File: src/rtl/pokey_pkg.sv
// Shared constants for the POKEY scan-side keyboard models.
package pokey_pkg;

  localparam int SCAN_W             = 6;
  localparam int KEY_COUNT          = 64;
  localparam int DEFAULT_MIN_PASSES = 2;

  typedef logic [SCAN_W-1:0] scan_idx_t;

  localparam scan_idx_t SCAN_LAST      = 6'h3F;
  localparam scan_idx_t KEY_SHIFT_SLOT = 6'h10;
  localparam scan_idx_t KEY_CTRL_SLOT  = 6'h00;
  localparam scan_idx_t KEY_BREAK_SLOT = 6'h30;

endpackage

File: src/rtl/pokey_scan_pass_detect.sv
// Detects a completed scan pass: the index wrapping from the last slot back to slot 0.
module pokey_scan_pass_detect
  import pokey_pkg::*;
(
  input  logic            clk,
  input  logic            reset_n,
  input  logic [SCAN_W-1:0] idx,
  output logic            pass_tick
);

  scan_idx_t prev_idx;

  // Scan may stall on a slot; only a genuine 63 -> 0 step is a pass.
  always_ff @(posedge clk or negedge reset_n) begin
    if (!reset_n) prev_idx <= '0;
    else          prev_idx <= idx;
  end

  assign pass_tick = (prev_idx == SCAN_LAST) && (idx == '0);

endmodule

File: src/rtl/pokey_keyboard_matrix.sv
// Atari keyboard matrix seen from the POKEY scan lines, with tap stretching
// so short host key taps and break pulses survive POKEY's debounce.
module pokey_keyboard_matrix
  import pokey_pkg::*;
#(
  parameter int MIN_PASSES = DEFAULT_MIN_PASSES,
  parameter int PASS_W     = 3
) (
  input  logic       clk,
  input  logic       reset_n,
  input  logic [5:0] keyboard_scan,
  output logic [1:0] keyboard_response,
  input  logic       key_valid,
  output logic       key_ready,
  input  logic [5:0] key_code,
  input  logic       key_make,
  input  logic       shift_in,
  input  logic       ctrl_in,
  input  logic       break_in,
  input  logic       flush,
  output logic       keys_down
);

  localparam logic [PASS_W-1:0] PASS_SAT = PASS_W'(MIN_PASSES);

  scan_idx_t              idx;
  logic                   pass_tick;
  logic [KEY_COUNT-1:0]   bitmap;
  scan_idx_t              last_code;
  logic                   last_valid;
  logic [PASS_W-1:0]      pass_cnt;
  logic                   break_hold;
  logic                   break_prev;
  logic [1:0]             brk_cnt;
  logic                   stall;
  logic                   accept;
  logic                   break_rise;

  assign idx = ~keyboard_scan;

  pokey_scan_pass_detect u_pass_detect (
    .clk       (clk),
    .reset_n   (reset_n),
    .idx       (idx),
    .pass_tick (pass_tick)
  );

  // A release of the most recent press waits until POKEY has seen it for enough passes.
  assign stall      = key_valid && !key_make && last_valid &&
                      (key_code == last_code) && (pass_cnt < PASS_SAT);
  assign key_ready  = !flush && !stall;
  assign accept     = key_valid && key_ready;
  assign break_rise = break_in && !break_prev;

  always_comb begin
    keyboard_response[0] = ~bitmap[idx];
    keyboard_response[1] = 1'b1;
    case (idx)
      KEY_CTRL_SLOT:  keyboard_response[1] = ~ctrl_in;
      KEY_SHIFT_SLOT: keyboard_response[1] = ~shift_in;
      KEY_BREAK_SLOT: keyboard_response[1] = ~(break_in | break_hold);
      default:        keyboard_response[1] = 1'b1;
    endcase
  end

  always_ff @(posedge clk or negedge reset_n) begin
    if (!reset_n) begin
      bitmap     <= '0;
      last_code  <= '0;
      last_valid <= 1'b0;
      pass_cnt   <= PASS_SAT;
      break_hold <= 1'b0;
      break_prev <= 1'b0;
      brk_cnt    <= '0;
      keys_down  <= 1'b0;
    end else begin
      break_prev <= break_in;
      keys_down  <= |bitmap;
      if (flush) begin
        bitmap     <= '0;
        last_valid <= 1'b0;
        pass_cnt   <= PASS_SAT;
        break_hold <= 1'b0;
        brk_cnt    <= '0;
      end else begin
        if (accept && key_make) begin
          bitmap[key_code] <= 1'b1;
          last_code        <= key_code;
          last_valid       <= 1'b1;
          pass_cnt         <= '0;
        end else begin
          if (pass_tick && (pass_cnt < PASS_SAT)) pass_cnt <= pass_cnt + 1'b1;
          if (accept) begin
            bitmap[key_code] <= 1'b0;
            if (key_code == last_code) last_valid <= 1'b0;
          end
        end
        // Break is held for two full passes after its rising edge.
        if (break_rise) begin
          break_hold <= 1'b1;
          brk_cnt    <= '0;
        end else if (break_hold && pass_tick) begin
          if (brk_cnt == 2'd1) begin
            break_hold <= 1'b0;
            brk_cnt    <= '0;
          end else begin
            brk_cnt <= brk_cnt + 2'd1;
          end
        end
      end
    end
  end

endmodule

File: config.mk
export PLATFORM = sky130hd
export DESIGN_NAME = pokey_keyboard_matrix
export DESIGN_NICKNAME = d
export VERILOG_FILES = /design/src/rtl/pokey_pkg.sv /design/src/rtl/pokey_scan_pass_detect.sv /design/src/rtl/pokey_keyboard_matrix.sv
export SDC_FILE = /design/constraint.sdc
export NUM_CORES = 1
export LEC_CHECK = 0
export BUFFER_PORTS_ARGS = -buffer_cell sky130_fd_sc_hd__clkbuf_2
export CAP_MARGIN = 25
export CORE_ASPECT_RATIO = 1.1
export CORE_MARGIN = 3
export CORE_UTILIZATION = 55
export DETAILED_ROUTE_END_ITERATION = 10
export PLACE_DENSITY = 0.76
export SETUP_SLACK_MARGIN = 0.1
export SLEW_MARGIN = 20
export SYNTH_ARGS = -nofsm -noshare
export SYNTH_HDL_FRONTEND = slang
export SYNTH_SLANG_ARGS = --single-unit
File: constraint.sdc
create_clock -name clk -period 3.6 [get_ports clk]
set_input_delay 0.72 -clock clk [delete_from_list [all_inputs] [get_ports clk]]
set_output_delay 0.72 -clock clk [all_outputs]
set_load 0.02 [all_outputs]
; Yosys cells after proc, flatten, opt, wreduce, memory -nomap -nowiden
; Cells that the tools add are included.
[totals]
input_bits = 20
elab_cells = 79
out_inout_bits = 4
regBits = 85
[classes]
add_sub_neg = 2
bitwise_logic = 10
n_reduce_logical = 26
magnitude_cmp = 4
n_eq_ne = 5
muxes = 23
[op_table]
columns = operator, n
row1 = 64-bit two-way mux, 3
row2 = 64-bit bitwise AND, 1
row3 = 64-bit inverter, 1
row4 = 64-bit bitwise OR, 1
row5 = 64-bit OR reduction, 1
row6 = 3-bit nonzero test, 5
row7 = 6-bit by 7-bit less-than comparator with 1-bit output (second input constant), 2
row8 = 6-bit equality test (second input constant), 2
row9 = 1-bit logical AND, 12
row10 = 1-bit two-way mux, 10
row11 = 3-bit two-way mux, 3
row12 = 2-bit two-way mux, 4
row13 = 1-bit binary-select mux with 6-bit select, 1
row14 = 1-bit demux with 6-bit select, 1
row15 = 6-bit by 5-bit equality test with 1-bit output (second input constant), 1
row16 = 6-bit equality test, 1
row17 = 6-bit by 1-bit >= comparator with 1-bit output (second input constant), 1
row18 = 6-bit zero test, 1
row19 = 6-bit inverter, 1
row20 = 2-bit AND reduction, 3
row21 = 1-bit inverter, 5
row22 = 1-bit zero test, 4
row23 = 3-bit by 1-bit adder with 3-bit output (second input constant), 1
row24 = 3-bit by 2-bit less-than comparator with 1-bit output (second input constant), 1
row25 = other kinds (4), 4

; Depth between registers and ports, before layout
; Gate-level depths: netlist (run 1).
[depth]
ltp_word = 11
mapped_depth = 7
ltp_nobuf = 5

; Hierarchy
; Synthesis (run 1) repeated with hierarchy kept, for this count alone.
[unflattened]
hier_cells = 488
hier_area_um2 = 4616.9
[modules_own_cells]
columns = module, area_per_inst_um2, seq_area_each_um2, cells_per_inst, n_inst
row1 = pokey_keyboard_matrix, 4426.7, 1978.1, 478, 1
row2 = pokey_scan_pass_detect, 190.2, 150.1, 10, 1

; Worst setup path before layout (run 1)
; Ideal clock, no wire load.
[synth_timing]
path_kind = input to output
from = input port keyboard_scan[0]
to = output port keyboard_response[0]
required_ps = 2880
path_slack_ps = 860
n_path_buf = 2
arrival_ps = 2020
path_stages = 6
path_cell_list = buf_2 > buf_6 > mux4_2 > or3_1 > o311ai_1 > a311o_1
[synth_via]
elab_chain_cells = 4
[synth_rtl]
columns = item, line
row1 = start: declaration, pokey_keyboard_matrix.sv:11  ; input logic [5:0] keyboard_scan,
row2 = 6-bit inverter, pokey_keyboard_matrix.sv:39  ; assign idx = ~keyboard_scan;
row3 = 1-bit binary-select mux with 6-bit select, pokey_keyboard_matrix.sv:56  ; keyboard_response[0] = ~bitmap[idx];
row4 = 1-bit two-way mux (implied by the code), pokey_keyboard_matrix.sv:56
row5 = 1-bit inverter, pokey_keyboard_matrix.sv:56
row6 = end: declaration, pokey_keyboard_matrix.sv:12  ; output logic [1:0] keyboard_response,
; No other way between the ends. The select of a mux whose other input is x is not followed.

; Worst setup path in the final report (run 1)
[layout_timing]
from = input port keyboard_scan[2]
to = output port keyboard_response[0]
; The elaborated chain is that of the path after synthesis.

==> results of run 1 <==
worst max-delay path, stage by stage:
cell	delay (ps)
clkbuf_2	350
mux4_2	570
or3_1	330
o311ai_1	110
a311o_1	230
clkbuf_2	170
through the flow:
step | instance area [µm²] | utilization, % | power (W)
final | 5080 | 62.5 | 0.00201
after global routing | 5080 | 62.5 | 0.00209
after CTS | 5040 | 62.1 | 0.00202
after detailed placement | 4810 | 59.1 | 0.00121
after global placement | 4790 | 59.0 | 0.00121
after floorplan | 4740 | - | 0.00115
metal layers:
metal / up-vias / part of all wire (%)
li1: 1739 / -
met1: 1842 / 43
met2: 189 / 47
met3: 28 / 8.0
met4: 0 / 2.4
met5: - / 0
cell type report:
type,count,area [µm²]
Clock buffer,10,128
Clock inverter,6,111
Fill cell,658,3050
Inverter,8,30.0
Multi-Input combinational cell,355,2350
Sequential cell,85,2130
Tap cell,108,135
Timing Repair Buffer,29,194
power groups by stage:
stage,Sequential (W),Clock [W],Combinational [W]
6_report,0.000993,0.000809,0.000205
5_1_grt,0.000996,0.000868,0.000226
4_1_cts,0.000993,0.000820,0.000202
3_5_place_dp,0.00101,0,0.000202
3_3_place_gp,0.00101,0,0.000197
2_1_floorplan,0.00101,0,0.000143
cell usage in the layout, fill, tap and decap left out, types with 4 or more instances in the layout:
master / Yosys / final
a21oi_1: 4 / 4
buf_4: 1 / 4
clkbuf_2: 1 / 22
clkbuf_8: 1 / 9
dfrtp_1: 84 / 84
inv_1: 8 / 8
mux2_2: 6 / 6
mux4_1: 7 / 7
mux4_2: 9 / 9
nand2_1: 51 / 51
nand4_1: 11 / 11
nor2_1: 9 / 9
nor2b_1: 67 / 67
nor3_1: 7 / 7
nor4_1: 17 / 17
o21ai_0: 120 / 120
o21ai_1: 12 / 12
xnor2_1: 5 / 5
flip-flops by register name, indices dropped and copies added (netlist names):
| register | flops |
|---|---|
| keys_down | 1 |
| pass_cnt | 3 |
| break_prev | 1 |
| last_valid | 1 |
| break_hold | 1 |
| bitmap | 64 |
| brk_cnt | 2 |
| last_code | 6 |
| u_pass_detect.prev_idx | 6 |
synthesized netlist by cell type (2+ instances only):
master	n	area share [%]
clkbuf_1	14	1.1
nor4_1	17	2.2
mux2_2	6	1.4
o311ai_4	2	1.1
and3_1	2	0.26
dfrtp_1	84	44
mux4_1	7	3.9
o21ai_1	12	1.3
inv_1	8	0.63
nand4_1	11	1.5
nor3b_1	3	0.48
nor2b_1	67	8.8
a21oi_1	4	0.42
xor2_1	2	0.37
o21ai_0	120	13
buf_6	11	2.6
buf_2	6	0.63
nor2_1	9	0.71
and3b_1	2	0.37
mux2i_1	2	0.42
mux4_2	9	4.3
nor3_1	7	0.74
nand2_1	51	4.0
xnor2_1	5	0.92
nand3_1	2	0.21
kinds of logic after synthesis:
group           Yosys count  synth area share (%)
xor+xnor                  8                  1.64
flops                    85                  44.9
mux                      24                  10.0
fa+ha+maj                 1                 0.264
simple gates            179                  21.3
buf+inv                  42                  5.54
compound gates          143                  16.3
how the worst max path moves through the flow:
| stage | start | endpoint | slack [ps] |
|---|---|---|---|
| detailed placement | keyboard_scan[2] | keyboard_response[0] | 410 |
| floorplan | keyboard_scan[0] | keyboard_response[0] | 860 |
| global placement | keyboard_scan[2] | keyboard_response[0] | 450 |
| global route | keyboard_scan[2] | keyboard_response[0] | 280 |
| CTS | keyboard_scan[2] | keyboard_response[0] | 410 |
| finish | keyboard_scan[2] | keyboard_response[0] | 400 |
==> key figures, run 1 <==
Status
  – Status: finished clean

Clocking
  – Hold_buf cts: 0
  – Worst skew pair latency: 360 ps
  – Clk Tree Root Cell: clkbuf_8
  – Clock transition at path regs: around 90 ps
  – Sink Count: 85
  – Max Buffers Root-to-Sink: 2
  – Total CTS buffers: 9
  – Cts repair resizes: 0
  – Post-CTS setup buffer count: 0
  – CTS H-tree depth: 3
  – CTS tree: built

Synthesis
  – Mapped Area: 4740 µm²
  – EDFF count, synth: 0
  – Register area share after synthesis: 44.9%
  – Synth unique cells: 44
  – Post-Synthesis Net Count: a little over 500
  – Synth Register Bits: 85
  – Syn Area/Cell: 9.84 µm²
  – Main synth FF type: dfrtp_1
  – Synth warn: 0
  – Asr flop ratio synth: 100%
  – Mapped Cells: 482

Power and ir drop
  – Leakage power: 2.17 nW
  – Sw Ratio: around 25%
  – Sequential Power Share: 49.5%
  – Int Power: around 0.0015 W
  – Peak supply drop: 0.350 mV
  – Net Sw Power: 0.000501 W
  – Pwr Density: 395 nW/µm²
  – Proportion of power drawn by combinational gates: 10.2%
  – Clock network fraction of total power: 40.3%

Setup path
  – Peak fanout along the critical path: 15
  – CP arrival: 2480 ps
  – Worst R2R End: bitmap[40]
  – Worst setup path category: primary input to output pin
  – R2R depth: 6
  – Startpoint Class: primary input
  – CP required: 2880 ps
  – R2r startpoint: pass_cnt[2]
  – Crit path capture type: output pin
  – Reg2reg setup slack: 1690 ps

STA
  – Slew Viols, Final: 0
  – Final period util: 88.8%
  – Sum of negative setup slack: 0 ps
  – WHS: slightly below 400 ps
  – RSZ-0062 raised after global routing: false
  – Worst-Margin Slew: 889 ps
  – Final hold vios: 0
  – Max_slew headroom: 40.6%
  – Min cycle time layout: 3200 ps
  – Post-route setup slack: just over 400 ps
  – Final setup fails: 0
  – Clk_skew: ~9.1 ps
  – Fmax: 313 MHz

Hold path
  – Worst min-delay path class: primary input to asynchronous set/reset pin

Die
  – IO Count: 24
  – DIE WIDTH: 94.5 µm
  – Number of core rows: 34
  – Core ar.: 8130 µm²
  – Starting Density: 58.3%
  – Total die area: a little under 10,000 µm²
  – Die Ht: 103 µm

Routing
  – Drt pass-1 iters: 5
  – Routed WL: 11,700 µm
  – Drt wl/cell: 19.4 µm
  – Number of routed nets with antenna violations: 0
  – Vias per std cell: 6.32
  – DR vias: roughly 3,800
  – 1st-iter DRT viols: 474
  – Drt drc: 0

Place
  – Placed cells: 584
  – Dpl ws: 410 ps
  – Routability-driven placement congestion ratio: slightly below 0.9
  – I/O Buffers: 23
  – Post-detail-place hpwl: 7710 µm

Cells and area
  – Layout cell share with drive strength beyond 1: around 14%
  – Final Non-Filler Cells: 601
  – Nets: 509
  – Diode count: 0
  – Synth-to-layout area growth: 7.07%

GRT
  – GRT busiest layer: met2
  – Met2 Track Usage GR: a little under 40%
  – Grt met3 use: a little under 6%
  – Grt ovf: 0
  – GRT Overall Usage: 25.8%
  – Initial antenna violation count: 0
  – Largest net degree at the start of global routing: 86
  – GR Layer Usage met1: between 30% and 40%
  – Vias in the first global route: around 3,600
  – First-pass GRT wire length: 19,200 µm

Job
  – Max Cap Viol: 0
Note: power is estimated with default switching activity, not from simulation.
==> run 2: changes to the inputs <==
--- a/config.mk
+++ b/config.mk
@@ -11,7 +11,7 @@
 export CORE_MARGIN = 3
 export CORE_UTILIZATION = 55
 export DETAILED_ROUTE_END_ITERATION = 10
-export PLACE_DENSITY = 0.76
+export PLACE_DENSITY_LB_ADDON = 0.25
 export SETUP_SLACK_MARGIN = 0.1
 export SLEW_MARGIN = 20
 export SYNTH_ARGS = -nofsm -noshare
==> run 2 against run 1 <==
Cell count rose by 0.17%. Critical path depth did not move. Register-to-register slack worse by 40 ps. Setup slack better by 22 ps. Worst hold slack got worse by 110 ps. Count of clock-buffer cells in the layout is 1 higher. Sequential share of layout area rose by 0.11 points. Clock skew fell by 1.3 ps. Global-route usage is 0.24 points higher. Via count decreased by 0.87%. Utilization shrank 0.17 points. Sequential power about the same.
==> key figures, run 2 (synthesis gave the netlist of run 1 again) <==
Cells and area
  – Post-route cell area: 5060 µm² (-0.27%)
  – Diode count: 0 (unchanged)
  – Max reg flops: 64 (unchanged)
  – Top flop regs: bitmap x64, last_code x6, u_pass_detect.prev_idx x6
  – Final Non-Filler Cells: 602 (+0.17%)
  – Most frequent cells in the layout: o21ai_0, dfrtp_1, nor2b_1
  – Final core occ: 62.3% (-0.17 points)
  – Synth-to-layout area growth: 6.78%
  – Nets: 510 (+0.20%)
  – Layout cell share with drive strength beyond 1: 13.8% (+0.17 points)
  – Commonest non-fill, non-tap cell in the layout: o21ai_0
  – Largest Register: bitmap

Clocking
  – CTS tree: built
  – Max Buffers Root-to-Sink: 2 (unchanged)
  – CTS H-tree depth: 3 (unchanged)
  – Cts repair resizes: 0 (unchanged)
  – Clk Tree Root Cell: clkbuf_8
  – Sink Count: 85 (unchanged)
  – Clock transition at path regs: 90 ps (about the same)
  – Total CTS buffers: 9 (unchanged)
  – Worst skew pair latency: 360 ps (about the same)
  – Hold_buf cts: 0 (unchanged)
  – Post-CTS setup buffer count: 0 (unchanged)

Hold path
  – Worst min-delay path class: primary input to asynchronous set/reset pin

Place
  – Placed cells: 585 (+0.17%)
  – Routability-driven placement congestion ratio: 0.906 (+2.8%)
  – Post-detail-place hpwl: 8090 µm (+4.8%)
  – I/O Buffers: 23 (unchanged)
  – Placed instance area: 4850 µm² (+0.83%)

STA
  – Slew Viols, Final: 0 (unchanged)
  – Final setup fails: 0 (unchanged)
  – Final hold vios: 0 (unchanged)
  – RSZ-0062 raised after global routing: false
  – Final period util: 88.2% (-0.60 points)
  – Clk_skew: 7.83 ps (-1.30 ps)
  – Max_slew headroom: 40.6% (about the same)
  – Sum of negative setup slack: 0 ps (unchanged)
  – WHS: 277 ps (-111 ps)
  – Min cycle time layout: 3180 ps (-21.5 ps)
  – Worst-Margin Slew: 889 ps (+0.266 ps)
  – Fmax: 315 MHz (+0.68%)

Die
  – IO Count: 24 (unchanged)
  – Starting Density: 58.3% (unchanged)
  – Number of core rows: 34 (unchanged)
  – DIE WIDTH: 94.5 µm (unchanged)
  – Die Ht: 103 µm (unchanged)
  – Total die area: 9770 µm² (unchanged)
  – Core ar.: 8130 µm² (unchanged)

Routing
  – Number of routed nets with antenna violations: 0 (unchanged)
  – Vias per std cell: 6.25 (-1.0%)
  – Routed WL: 11,900 µm (+1.7%)
  – Drt pass-1 iters: 5 (unchanged)
  – DR vias: 3,765 (-0.87%)
  – Drt drc: 0 (unchanged)
  – Drt wl/cell: 19.7 µm (+1.6%)
  – 1st-iter DRT viols: 349 (-26%)

Setup path
  – Crit path capture type: output pin
  – CP arrival: 2460 ps (-20 ps)
  – Peak fanout along the critical path: 15 (unchanged)
  – Worst setup path category: primary input to output pin
  – Startpoint Class: primary input
  – R2r startpoint: pass_cnt[2]
  – CP required: 2880 ps (about the same)
  – Setup crit start: keyboard_scan[2]
  – Reg2reg setup slack: 1650 ps (-40 ps)

GRT
  – Initial antenna violation count: 0 (unchanged)
  – Grt met3 use: 4.49% (-1.4 points)
  – Met2 Track Usage GR: 41.3% (+1.9 points)
  – GR Layer Usage met1: 37.1% (+0.64 points)
  – GRT Overall Usage: 26.0% (+0.24 points)
  – Largest net degree at the start of global routing: 75 (-13%)
  – First-pass GRT wire length: 19,200 µm (-0.18%)
  – Vias in the first global route: 3,522 (-3.1%)
  – Grt ovf: 0 (unchanged)
  – GRT busiest layer: met2

Power and ir drop
  – Peak supply drop: 0.253 mV (-28%)
  – Pwr Density: 375 nW/µm² (-5.1%)
  – Leakage power: 2.16 nW (-0.26%)

Job
  – Max Cap Viol: 0 (unchanged)

Status
  – Status: finished clean
run 2: cell types whose count changed in the layout (fill, tap and decap cells not counted):
| cell | change |
|---|---|
| buf_16 | +1 |
| bufinv_16 | -2 |
| clkbuf_8 | +1 |
| buf_4 | +1 |
| buf_6 | -1 |
| clkinv_4 | +1 |
run 2: power by group:
| part | total [W] | internal (W) | switching [W] | leakage [nW] |
|---|---|---|---|---|
| combinational | 0.000209 | 0.0000697 | 0.000140 | 0.908 |
| sequential | 0.000993 | 0.000978 | 0.0000153 | 1.15 |
| clock | 0.000696 | 0.000341 | 0.000355 | 0.0995 |
run 2: per-stage QoR:
stage               setup slack [ps]  total power, W
global placement                 455         0.00121
floorplan                        860         0.00115
global route                     342         0.00197
finish                           425         0.00190
CTS                              419         0.00190
detailed placement               419         0.00122
run 2: final cells by class:
| cell class | count | area (µm²) |
|---|---|---|
| Clock buffer | 11 | 141 |
| Clock inverter | 5 | 60.1 |
| Fill cell | 667 | 3060 |
| Inverter | 8 | 30.0 |
| Multi-Input combinational cell | 355 | 2350 |
| Sequential cell | 85 | 2130 |
| Tap cell | 108 | 135 |
| Timing Repair Buffer | 30 | 218 |
run 2: final timing paths:
check                                            end  cells after the start
worst max-delay path            keyboard_response[0]                      6
worst min-delay path                      bitmap[53]                      1
worst max register to register            bitmap[13]                      6
worst min register to register          last_code[5]                      1
max in group asynchronous                pass_cnt[1]                      2
min in group clk                          break_prev                      1
run 2: metal layers:
layer	vias to the layer above	part of all wire, %	routed length [µm]
met3	22	6.3	744
met1	1843	44	5200
met4	0	2.2	262
li1	1736	-	-
met5	-	0	0
met2	164	48	5670
run 2: worst max-delay path: stages:
cell	delay (ps)
clkbuf_2	350
mux4_2	550
or3_1	310
o311ai_1	110
a311o_1	230
clkbuf_2	170
